===== src/rtl/llc_set_scheduler.sv =====
// llc_set_scheduler: serialises CPU/DMA set requests through an external set table into the LLC pipeline.
// Define LLC_SCHED_ROUND_ROBIN_EN for round-robin arbitration; otherwise requester 0 wins every tie.
`ifndef LLC_SET_BITS
`define LLC_SET_BITS 8
`endif
module llc_set_scheduler #(
    parameter int SET_BITS   = `LLC_SET_BITS,
    parameter int TABLE_SIZE = 5
) (
    input  logic                clk,
    input  logic                rst,
    input  logic [1:0]          req_valid,
    input  logic [SET_BITS-1:0] req_set0,
    input  logic [SET_BITS-1:0] req_set1,
    output logic [1:0]          req_ready,
    output logic                tbl_check,
    output logic [SET_BITS-1:0] tbl_set,
    input  logic                tbl_hit,
    input  logic [2:0]          tbl_ptr,
    output logic                tbl_add,
    output logic                tbl_remove,
    output logic [2:0]          tbl_remove_ptr,
    output logic                issue_valid,
    input  logic                issue_ready,
    output logic [SET_BITS-1:0] issue_set,
    output logic                issue_src,
    output logic [2:0]          issue_ptr,
    input  logic                done_valid,
    input  logic [2:0]          done_ptr,
    output logic [2:0]          occupancy,
    output logic                full,
    output logic                err_underflow
);
    typedef enum logic [1:0] {IDLE, CHECK, WAIT, ISSUE} state_t;
    localparam logic [2:0] TS = 3'(TABLE_SIZE);
    state_t state_q, state_d;
    logic [SET_BITS-1:0] set_q, set_d;
    logic src_q, src_d;
    logic [2:0] ptr_q, ptr_d, occ_q, occ_d;
    logic uf_q, uf_d;
    logic grant, win, dec;
`ifdef LLC_SCHED_ROUND_ROBIN_EN
    logic rr_q, rr_d;
    assign win  = (&req_valid) ? rr_q : ~req_valid[0];
    assign rr_d = grant ? ~win : rr_q;
    always_ff @(posedge clk or negedge rst)
        if (!rst) rr_q <= 1'b0;
        else      rr_q <= rr_d;
`else
    assign win = ~req_valid[0];
`endif
    assign grant = state_q == IDLE && |req_valid && occ_q < TS;
    // Input-driven outputs are gated so they read 0 while reset is held.
    assign req_ready      = {2{grant & rst}} & (win ? 2'b10 : 2'b01);
    assign tbl_remove     = done_valid & rst;
    assign tbl_remove_ptr = {3{rst}} & done_ptr;
    assign tbl_set        = set_q;
    assign issue_set      = set_q;
    assign issue_src      = src_q;
    assign issue_ptr      = ptr_q;
    assign occupancy      = occ_q;
    assign full           = occ_q == TS;
    assign err_underflow  = uf_q;
    assign dec            = done_valid && occ_q != 3'd0;
    assign occ_d          = occ_q + {2'b0, tbl_add} - {2'b0, dec};
    assign uf_d           = uf_q | (done_valid && occ_q == 3'd0);
    always_comb begin
        state_d     = state_q;
        set_d       = set_q;
        src_d       = src_q;
        ptr_d       = ptr_q;
        tbl_check   = 1'b0;
        tbl_add     = 1'b0;
        issue_valid = 1'b0;
        case (state_q)
            IDLE: if (grant) begin
                set_d   = win ? req_set1 : req_set0;
                src_d   = win;
                state_d = CHECK;
            end
            CHECK: begin
                tbl_check = 1'b1;
                if (tbl_hit) state_d = WAIT;
                else begin
                    tbl_add = 1'b1;
                    ptr_d   = tbl_ptr;
                    state_d = ISSUE;
                end
            end
            WAIT: if (done_valid) state_d = CHECK;
            ISSUE: begin
                issue_valid = 1'b1;
                if (issue_ready) state_d = IDLE;
            end
            default: state_d = IDLE;
        endcase
    end
    always_ff @(posedge clk or negedge rst)
        if (!rst) begin
            state_q <= IDLE;
            set_q   <= '0;
            src_q   <= 1'b0;
            ptr_q   <= 3'd0;
            occ_q   <= 3'd0;
            uf_q    <= 1'b0;
        end else begin
            state_q <= state_d;
            set_q   <= set_d;
            src_q   <= src_d;
            ptr_q   <= ptr_d;
            occ_q   <= occ_d;
            uf_q    <= uf_d;
        end
endmodule


===== config.mk =====
export PLATFORM = sky130hd
export DESIGN_NAME = llc_set_scheduler
export DESIGN_NICKNAME = d
export VERILOG_FILES = /design/src/rtl/llc_set_scheduler.sv
export SDC_FILE = /design/constraint.sdc
export NUM_CORES = 1
export LEC_CHECK = 0
export CAP_MARGIN = 15
export CORE_AREA = 2 2 67 69
export CTS_BUF_LIST = sky130_fd_sc_hd__clkbuf_4 sky130_fd_sc_hd__clkbuf_8
export CTS_CLUSTER_DIAMETER = 50
export CTS_CLUSTER_SIZE = 30
export DETAILED_ROUTE_END_ITERATION = 6
export DIE_AREA = 0 0 69 71
export SETUP_SLACK_MARGIN = 0.3
export SYNTH_ARGS = -nofsm -noshare
export SYNTH_HDL_FRONTEND = slang
export SYNTH_SLANG_ARGS = --single-unit

===== constraint.sdc =====
create_clock -name clk -period 5.65 [get_ports clk]
set_input_delay 1.13 -clock clk [delete_from_list [all_inputs] [get_ports clk]]
set_output_delay 1.13 -clock clk [all_outputs]
set_load 0.01 [all_outputs]

==> results of run 1 <==
==> power by group through the flow <==
stage	clock network (W)	logic [W]	registers [W]
global placement	0	0.000469	0.000256
CTS	0.000109	0.000484	0.000259
detailed placement	0	0.000482	0.000260
global route	0.000114	0.000512	0.000270
finish	0.000107	0.000475	0.000258
floorplan	0	0.000242	0.000276
==> worst max-delay path, stage by stage <==
cell	delay (ns)
clkdlybuf4s50_1	0.81
o211ai_2	0.41
nor3_1	0.25
clkdlybuf4s50_1	0.57
==> metal layers <==
metal / share of wire, % / routed length (µm) / track usage [%]
met5: 0 / 0 / 0
met4: 0.32 / 8 / 1.961
met3: 9.0 / 224 / 4.274
met2: 50 / 1243 / 18.06
met1: 41 / 1021 / 12.54
==> Yosys cell counts (all sizes together) <==
| library cell | count | area (µm²) |
|---|---|---|
| a21o | 1 | 7.510 |
| a21oi | 2 | 10.01 |
| and2 | 4 | 26.28 |
| and2b | 1 | 8.760 |
| and3 | 1 | 6.260 |
| buf | 10 | 76.32 |
| dfrtp | 18 | 450.4 |
| fa | 1 | 20.02 |
| ha | 4 | 50.05 |
| inv | 7 | 26.28 |
| mux2 | 20 | 251.5 |
| nand2 | 2 | 7.510 |
| nand3b | 1 | 7.510 |
| nor2 | 2 | 7.510 |
| nor2b | 1 | 13.76 |
| nor3 | 4 | 25.02 |
| o211ai | 2 | 20.02 |
| xor2 | 1 | 8.760 |
==> placed cells by master, fill, tap and decap left out <==
| cell | netlist | layout |
|---|---|---|
| nor3_1 | 3 | 3 |
| and3_1 | 1 | 1 |
| xor2_1 | 1 | 1 |
| a21oi_1 | 2 | 2 |
| a21o_1 | 1 | 1 |
| and2b_2 | 1 | 1 |
| and2_1 | 3 | 3 |
| fa_1 | 1 | 1 |
| inv_1 | 7 | 7 |
| ha_1 | 4 | 4 |
| clkbuf_8 | 0 | 4 |
| and2_2 | 1 | 1 |
| mux2_2 | 13 | 13 |
| dfrtp_1 | 18 | 18 |
| nor3_2 | 1 | 1 |
| clkdlybuf4s50_1 | 0 | 62 |
| nor2b_4 | 1 | 1 |
| buf_4 | 8 | 1 |
| o211ai_1 | 1 | 1 |
| mux2_4 | 7 | 7 |
| nand2_1 | 2 | 2 |
| nor2_1 | 2 | 2 |
| nand3b_1 | 1 | 1 |
| o211ai_2 | 1 | 1 |
==> final cells by class <==
cell class,instances,share of cell area (%)
Timing Repair Buffer,63,37.05
Multi-Input combinational cell,47,27.75
Sequential cell,18,26.57
Clock buffer,4,3.247
Tap cell,52,3.838
Inverter,7,1.550
==> flip-flops by register name, indices dropped and copies added, names as in the netlist <==
signal and cells:
err_underflow 1, issue_ptr 3, issue_set 8, issue_src 1, occupancy 3, state_q 2
==> worst min path at each step <==
stage / to / start / slack (ns)
floorplan: err_underflow / err_underflow / 0.49
global placement: err_underflow / err_underflow / 0.44
detailed placement: err_underflow / err_underflow / 0.46
CTS: err_underflow / err_underflow / 0.48
global route: err_underflow / err_underflow / 0.51
finish: err_underflow / err_underflow / 0.48
==> cells by family (layout without fill, tap and decap cells) <==
| logic type | after synthesis | after routing | share of synthesized area (%) |
|---|---|---|---|
| compound gates | 5 | 5 | 3.668 |
| xor+xnor | 1 | 1 | 0.8559 |
| fa+ha+maj | 5 | 5 | 6.846 |
| buf+inv | 17 | 74 | 10.02 |
| flops | 18 | 18 | 44.01 |
| mux | 20 | 20 | 24.57 |
| simple gates | 16 | 16 | 10.03 |
==> through the flow <==
step / hold slack (ns) / utilization [%]
after floorplan: 0.4932 / -
after global placement: 0.4429 / 39.02
after detailed placement: 0.4552 / 39.02
after CTS: 0.4795 / 40.33
after global routing: 0.5110 / 40.33
final: 0.4802 / 40.33
==> results_dict.tcl, run 1 <==
set metrics [dict create \
    antenna_found_initial 0 \
    cts-root-buf "clkbuf_8" \
    drive_gt1_share_pct 21.58 \
    yosys_warnings 0 \
    path_clk_slew_ns 0.07 \
    ys_ff_latch 18 \
    synth_area_per_cell_um2 12.48 \
    syn_nets 116 \
    swShare_pct 32.95 \
    ys_seq_area_share_pct 44.01 \
    htree_levels 1 \
    cp_max_fo 12 \
    slew_viol_final 0 \
    area_growth_pct 65.65 \
    maxCapViolCount 0 \
    p_per_area_nw_per_um2 495.1 \
    clock_skew_ns 0.001340 \
    tns_ns 0 \
    path_class "in -> out" \
    cts_made_buffers 3 \
    drc 0 \
    core_area_um2 4204 \
    comb_power_share_pct 56.6 \
    regToRegStartpoint "occupancy[1]" \
    r2r_cells 7 \
    drtIter0Drc 7 \
    grt_max_degree 23 \
    grt_pass1_wl_mm 4.077 \
    seqCellArea_um2 450.4 \
    whs_path_depth 1 \
    setup_viol 0 \
    first_pass_iters 4 \
    fillers 395 \
    cts_tree "yes" \
    antenna_cells 0 \
    leakage_nw 0.7298 \
    worstMarginPinSlew_ns 0.7404 \
    reg2reg_to "occupancy[2]" \
    finalPower_w 0.0008395 \
    dr_total_vias 806 \
    min_period_ns 4.302 \
    vias_per_cell 4.220 \
    cp-end-kind "output pin" \
    critical_path_arrival_ns 3.17 \
    rsz0062_at_grt "false" \
    intPower_w 0.0005628 \
    place_area_um2 1640 \
    place_ws_ns 1.296 \
    stdcell_count 191 \
    reg2reg_slack_ns 3.71 \
    ctsResizeCount 0 \
    cts_hold_buf 0 \
    finalHoldViolCount 0 \
    postLayoutSetupSlackWorst_ns 1.348 \
    place_congestion 0.7304 \
    hold_class "reg -> reg" \
    status "completed" \
    finalNetCount 174 \
    io_pins 63 \
    die_w_um 69 \
    wl_mm 2.498 \
    cts_sinks 18 \
    switchingPower_w 0.0002766 \
    fmax_mhz 232.5 \
    die_h_um 71 \
    clkPwrFrac_pct 12.7 \
    placementRows 24 \
    grt_pass1_vias 858 \
    grt_overflow 0 \
    pwr-share-seq_pct 30.7 \
    worst_ep_required_time_ns 4.52 \
    placed_cells_incl_taps 187 \
    multi_input_area_um2 470.5 \
    fin_area_um2 1695 \
    cts_buffer_depth 2 \
    fin_crit_sh_pct 76.13 \
    syn_inst 82 \
    avgRoutedWirePerCell_um 13.08 \
    grtUsageTotal_pct 10.51 \
    drtAntennaViolNets 0 \
    post-cts-setup-buffers 0 \
    synth.distinct_cells 24 \
    ir_drop_uv 298.1 \
    start_kind "input pin" \
    die_area_um2 4899 \
    netlist_area_um2 1023 \
    port_buffers 62 \
    startpoint "req_valid[0]" \
    endpoint "req_ready[1]" \
    clk_latency_ns 0.25 \
    initial_core_util_pct 24.35 \
    maxSlewHeadroom_pct 50.50 \
    post-dp-hpwl_mm 2.016 \
]
Power figures use the tool's default switching activity.
==> run 2, diff against run 1 <==
Clock period 5.65 ns to 3.8 ns, I/O delays scaled along.
==> results_dict.tcl, run 2 (synthesis results as in run 1) <==
set metrics [dict create \
    antenna_found_initial 0 \
    finalNetCount 177 \
    min_period_ns 3.165 \
    intPower_w 0.0008399 \
    core_area_um2 4204 \
    post-cts-setup-buffers 0 \
    cp_max_fo 7 \
    critical_path_arrival_ns 2.40 \
    dr_total_vias 816 \
    cts_buffer_depth 2 \
    finalPower_w 0.001246 \
    path_class "in -> out" \
    finalHoldViolCount 0 \
    post-dp-hpwl_mm 2.008 \
    slew_viol_final 0 \
    port_buffers 62 \
    swShare_pct 32.57 \
    worstMarginPinSlew_ns 0.3948 \
    cts_made_buffers 3 \
    die_area_um2 4899 \
    htree_levels 1 \
    maxSlewHeadroom_pct 73.60 \
    cts-root-buf "clkbuf_8" \
    clk_latency_ns 0.25 \
    ir_drop_uv 321.8 \
    clock_skew_ns 0.002098 \
    die_h_um 71 \
    grt_pass1_vias 905 \
    start_kind "input pin" \
    cts_hold_buf 0 \
    status "completed" \
    clkPwrFrac_pct 12.5 \
    cts_tree "yes" \
    avgRoutedWirePerCell_um 12.69 \
    fin_crit_sh_pct 83.28 \
    path_clk_slew_ns 0.07 \
    p_per_area_nw_per_um2 725.0 \
    setup_viol 0 \
    first_pass_iters 2 \
    io_pins 63 \
    drtAntennaViolNets 0 \
    pwr-share-seq_pct 30.5 \
    layout_common_cells "clkdlybuf4s50_1, dfrtp_1, mux2_2" \
    place_area_um2 1663 \
    leakage_nw 0.7437 \
    drtIter0Drc 9 \
    fin_area_um2 1718 \
    drc 0 \
    placementRows 24 \
    rsz0062_at_grt "false" \
    grtUsageTotal_pct 10.69 \
    area_growth_pct 67.85 \
    die_w_um 69 \
    worst_ep_required_time_ns 3.04 \
    multi_input_area_um2 470.5 \
    seqCellArea_um2 450.4 \
    switchingPower_w 0.0004056 \
    grt_max_degree 14 \
    whs_ns 0.4617 \
    initial_core_util_pct 24.35 \
    grt_overflow 0 \
    vias_per_cell 4.206 \
    place_congestion 0.6915 \
    cp-end-kind "output pin" \
    grt_pass1_wl_mm 4.229 \
    fin_util_pct 40.86 \
    antenna_cells 0 \
    final_common_cell "clkdlybuf4s50_1" \
    tns_ns 0 \
    comb_power_share_pct 56.9 \
    wl_mm 2.461 \
    cts_sinks 18 \
    ctsResizeCount 0 \
    hold_class "reg -> reg" \
    drive_gt1_share_pct 23.24 \
    fillers 402 \
    fmax_mhz 316.0 \
    maxCapViolCount 0 \
    largest_register_ffs 8 \
]
[run 2: cell types whose count changed in the layout (fill, tap and decap cells not counted), sizes merged]
cell / previous run / this run
buf: 1 / 4
[run 2: path summary, 6_finish.rpt]
kind	start	endpoint	slack, ns	cells after the start
max	req_valid[0]	req_ready[0]	0.64	4
min	err_underflow	err_underflow	0.46	1
max reg2reg	occupancy[1]	occupancy[2]	1.89	7
min reg2reg	err_underflow	err_underflow	0.46	1
max in group asynchronous	rst	state_q[0]	2.83	2
min in group asynchronous	rst	err_underflow	0.82	2
[run 2: cell type report]
cell class | instances | area share [%]
clock buffers | 4 | 3.205
flip-flops and latches | 18 | 26.22
multi-input cells | 47 | 27.39
inverters | 7 | 1.529
repair buffers | 66 | 37.87
well taps | 52 | 3.787
[run 2: metal layers]
metal	part of all wire (%)	track usage [%]
met1	40	12.54
met2	50	18.16
met4	0	1.307
met3	9.5	5.413
met5	0	0
[run 2: critical path, cell delays in order]
cell and delay (ns):
clkdlybuf4s50_1 0.64, o211ai_2 0.24, nor3_1 0.19, clkdlybuf4s50_1 0.56
[run 2: power by group through the flow]
| stage | logic, W | registers (W) | clock network (W) |
|---|---|---|---|
| after global routing | 0.000759 | 0.000400 | 0.000176 |
| after floorplan | 0.000360 | 0.000410 | 0 |
| after CTS | 0.000722 | 0.000382 | 0.000165 |
| after global placement | 0.000708 | 0.000379 | 0 |
| after detailed placement | 0.000717 | 0.000384 | 0 |
| final | 0.000709 | 0.000380 | 0.000156 |
[run 2: stage by stage]
| step | setup WS [ns] | instances |
|---|---|---|
| global route | 0.5006 | 194 |
| finish | 0.6354 | 194 |
| detailed placement | 0.5955 | 190 |
| CTS | 0.5960 | 194 |
| global placement | 0.6416 | 190 |
| floorplan | 1.720 | 82 |
==> run 3, diff against run 2 <==
Clock period 3.8 ns to 2.6 ns, I/O delays scaled along.
==> results_dict.tcl, run 3 (synthesis results as in run 1) <==
set metrics [dict create \
    status "completed" \
    final_common_cell "clkdlybuf4s50_1" \
    area_growth_pct 72.25 \
    io_pins 63 \
    grt_pass1_wl_mm 4.291 \
    antenna_cells 0 \
    die_w_um 69 \
    cts_sinks 18 \
    die_h_um 71 \
    antenna_found_initial 0 \
    postLayoutSetupSlackWorst_ns 0.3978 \
    grt_pass1_vias 927 \
    placed_cells_incl_taps 192 \
    worstMarginPinSlew_ns 0.2354 \
    placementRows 24 \
    hold_class "reg -> reg" \
    fin_crit_sh_pct 84.70 \
    setup_viol 0 \
    critPathSlowestCell "clkdlybuf4s50_1" \
    clock_skew_ns 0.001092 \
    grt_max_degree 12 \
    tns_ns 0 \
    fmax_mhz 454.1 \
    path_class "in -> out" \
    cp_cell_sequence "clkdlybuf4s50_1, o211ai_2, nor3_1, dlygate4sd2_1" \
    htree_levels 1 \
    maxSlewHeadroom_pct 84.19 \
    wl_mm 2.633 \
    first_pass_iters 4 \
    cp-end-kind "output pin" \
    path_clk_slew_ns 0.07 \
    initial_core_util_pct 24.35 \
    p_per_area_nw_per_um2 1063 \
    slew_viol_final 0 \
    worst_ep_required_time_ns 2.08 \
    min_period_ns 2.202 \
    finalNetCount 183 \
    drtAntennaViolNets 0 \
    die_area_um2 4899 \
    port_buffers 62 \
    leakage_nw 0.8074 \
    avgRoutedWirePerCell_um 13.17 \
    grt_overflow 0 \
    drtIter0Drc 11 \
    fin_area_um2 1763 \
    whs_ns 0.4651 \
    dr_total_vias 859 \
    cts_tree "yes" \
    finalHoldViolCount 0 \
    cts_made_buffers 3 \
    largest_register_ffs 8 \
    maxCapViolCount 0 \
    post-dp-hpwl_mm 2.165 \
    cts_buffer_depth 2 \
    r2r_cells 8 \
    start_kind "input pin" \
    layout_common_cells "clkdlybuf4s50_1, dfrtp_1, mux2_2" \
    ir_drop_uv 527.1 \
    place_ws_ns 0.08205 \
    cp_slowest_stage_delay_ns 0.57 \
    clk_latency_ns 0.25 \
    cp_max_fo 5 \
    critical_path_arrival_ns 1.68 \
    stdcell_count 200 \
    core_area_um2 4204 \
    cts-root-buf "clkbuf_8" \
    place_area_um2 1678 \
    grtUsageTotal_pct 10.97 \
    drive_gt1_share_pct 26.35 \
    vias_per_cell 4.295 \
    whs_path_depth 1 \
    drc 0 \
    place_congestion 0.6602 \
    rsz0062_at_grt "false" \
]
## run 3: changes by cell type in the layout (fill, tap and decap cells not counted), sizes merged
cell           previous run  this run
dlygate4sd2               0         5
clkdlybuf4s50            62        56
dlymetal6s2s              0         1
buf                       4        10
## run 3: cell type report
type                       instances  area (µm²)
clock buffer                       4       55.05
fill                             402        2441
inverter                           7       26.28
multi-input combinational         47       470.5
sequential                        18       450.4
tap                               52       65.06
timing repair buffer              72       695.7
## run 3: through the flow
stage | power [W] | util [%]
after global placement | 0.001597 | 39.91
after floorplan | 0.001125 | -
final | 0.001875 | 41.93
after CTS | 0.001878 | 41.16
after global routing | 0.001994 | 41.93
after detailed placement | 0.001638 | 39.91
## run 3: worst paths after layout
kind	from	endpoint	slack (ns)
min in group asynchronous	rst	issue_ptr[1]	0.60
setup reg to reg	occupancy[1]	occupancy[2]	0.55
hold / removal	err_underflow	err_underflow	0.47
hold reg to reg	err_underflow	err_underflow	0.47
setup / recovery	req_valid[0]	req_ready[0]	0.40
max in group asynchronous	rst	issue_set[2]	1.80
## run 3: repair_timing
item | 4_1_cts | 5_1_grt
endpoints found under the setup margin | 5 | 3
setup buffers | 0 | 4
hold buffers | 0 | 0
resized for setup | 6 | 1
gates cloned | 0 | 0
## run 3: report_power, final
part / leakage, nW / switching (W) / internal, W
combinational: 0.569 / 0.000391 / 0.000695
clock: 0.0288 / 0.0000969 / 0.000135
sequential: 0.210 / 0.000127 / 0.000430
## run 3: routing by layer
metal  track usage, %  wire length (µm)
met1            11.77               971
met2            20.62              1417
met3            3.419               222
met4            3.268                21
met5                0                 0
## run 3: critical path, delay by kind of cell
family / cells / cell delay, ns
AO/OA/AOI/OAI: 1 / 0.15
buffers and inverters: 2 / 0.86
AND/OR/NAND/NOR: 1 / 0.16
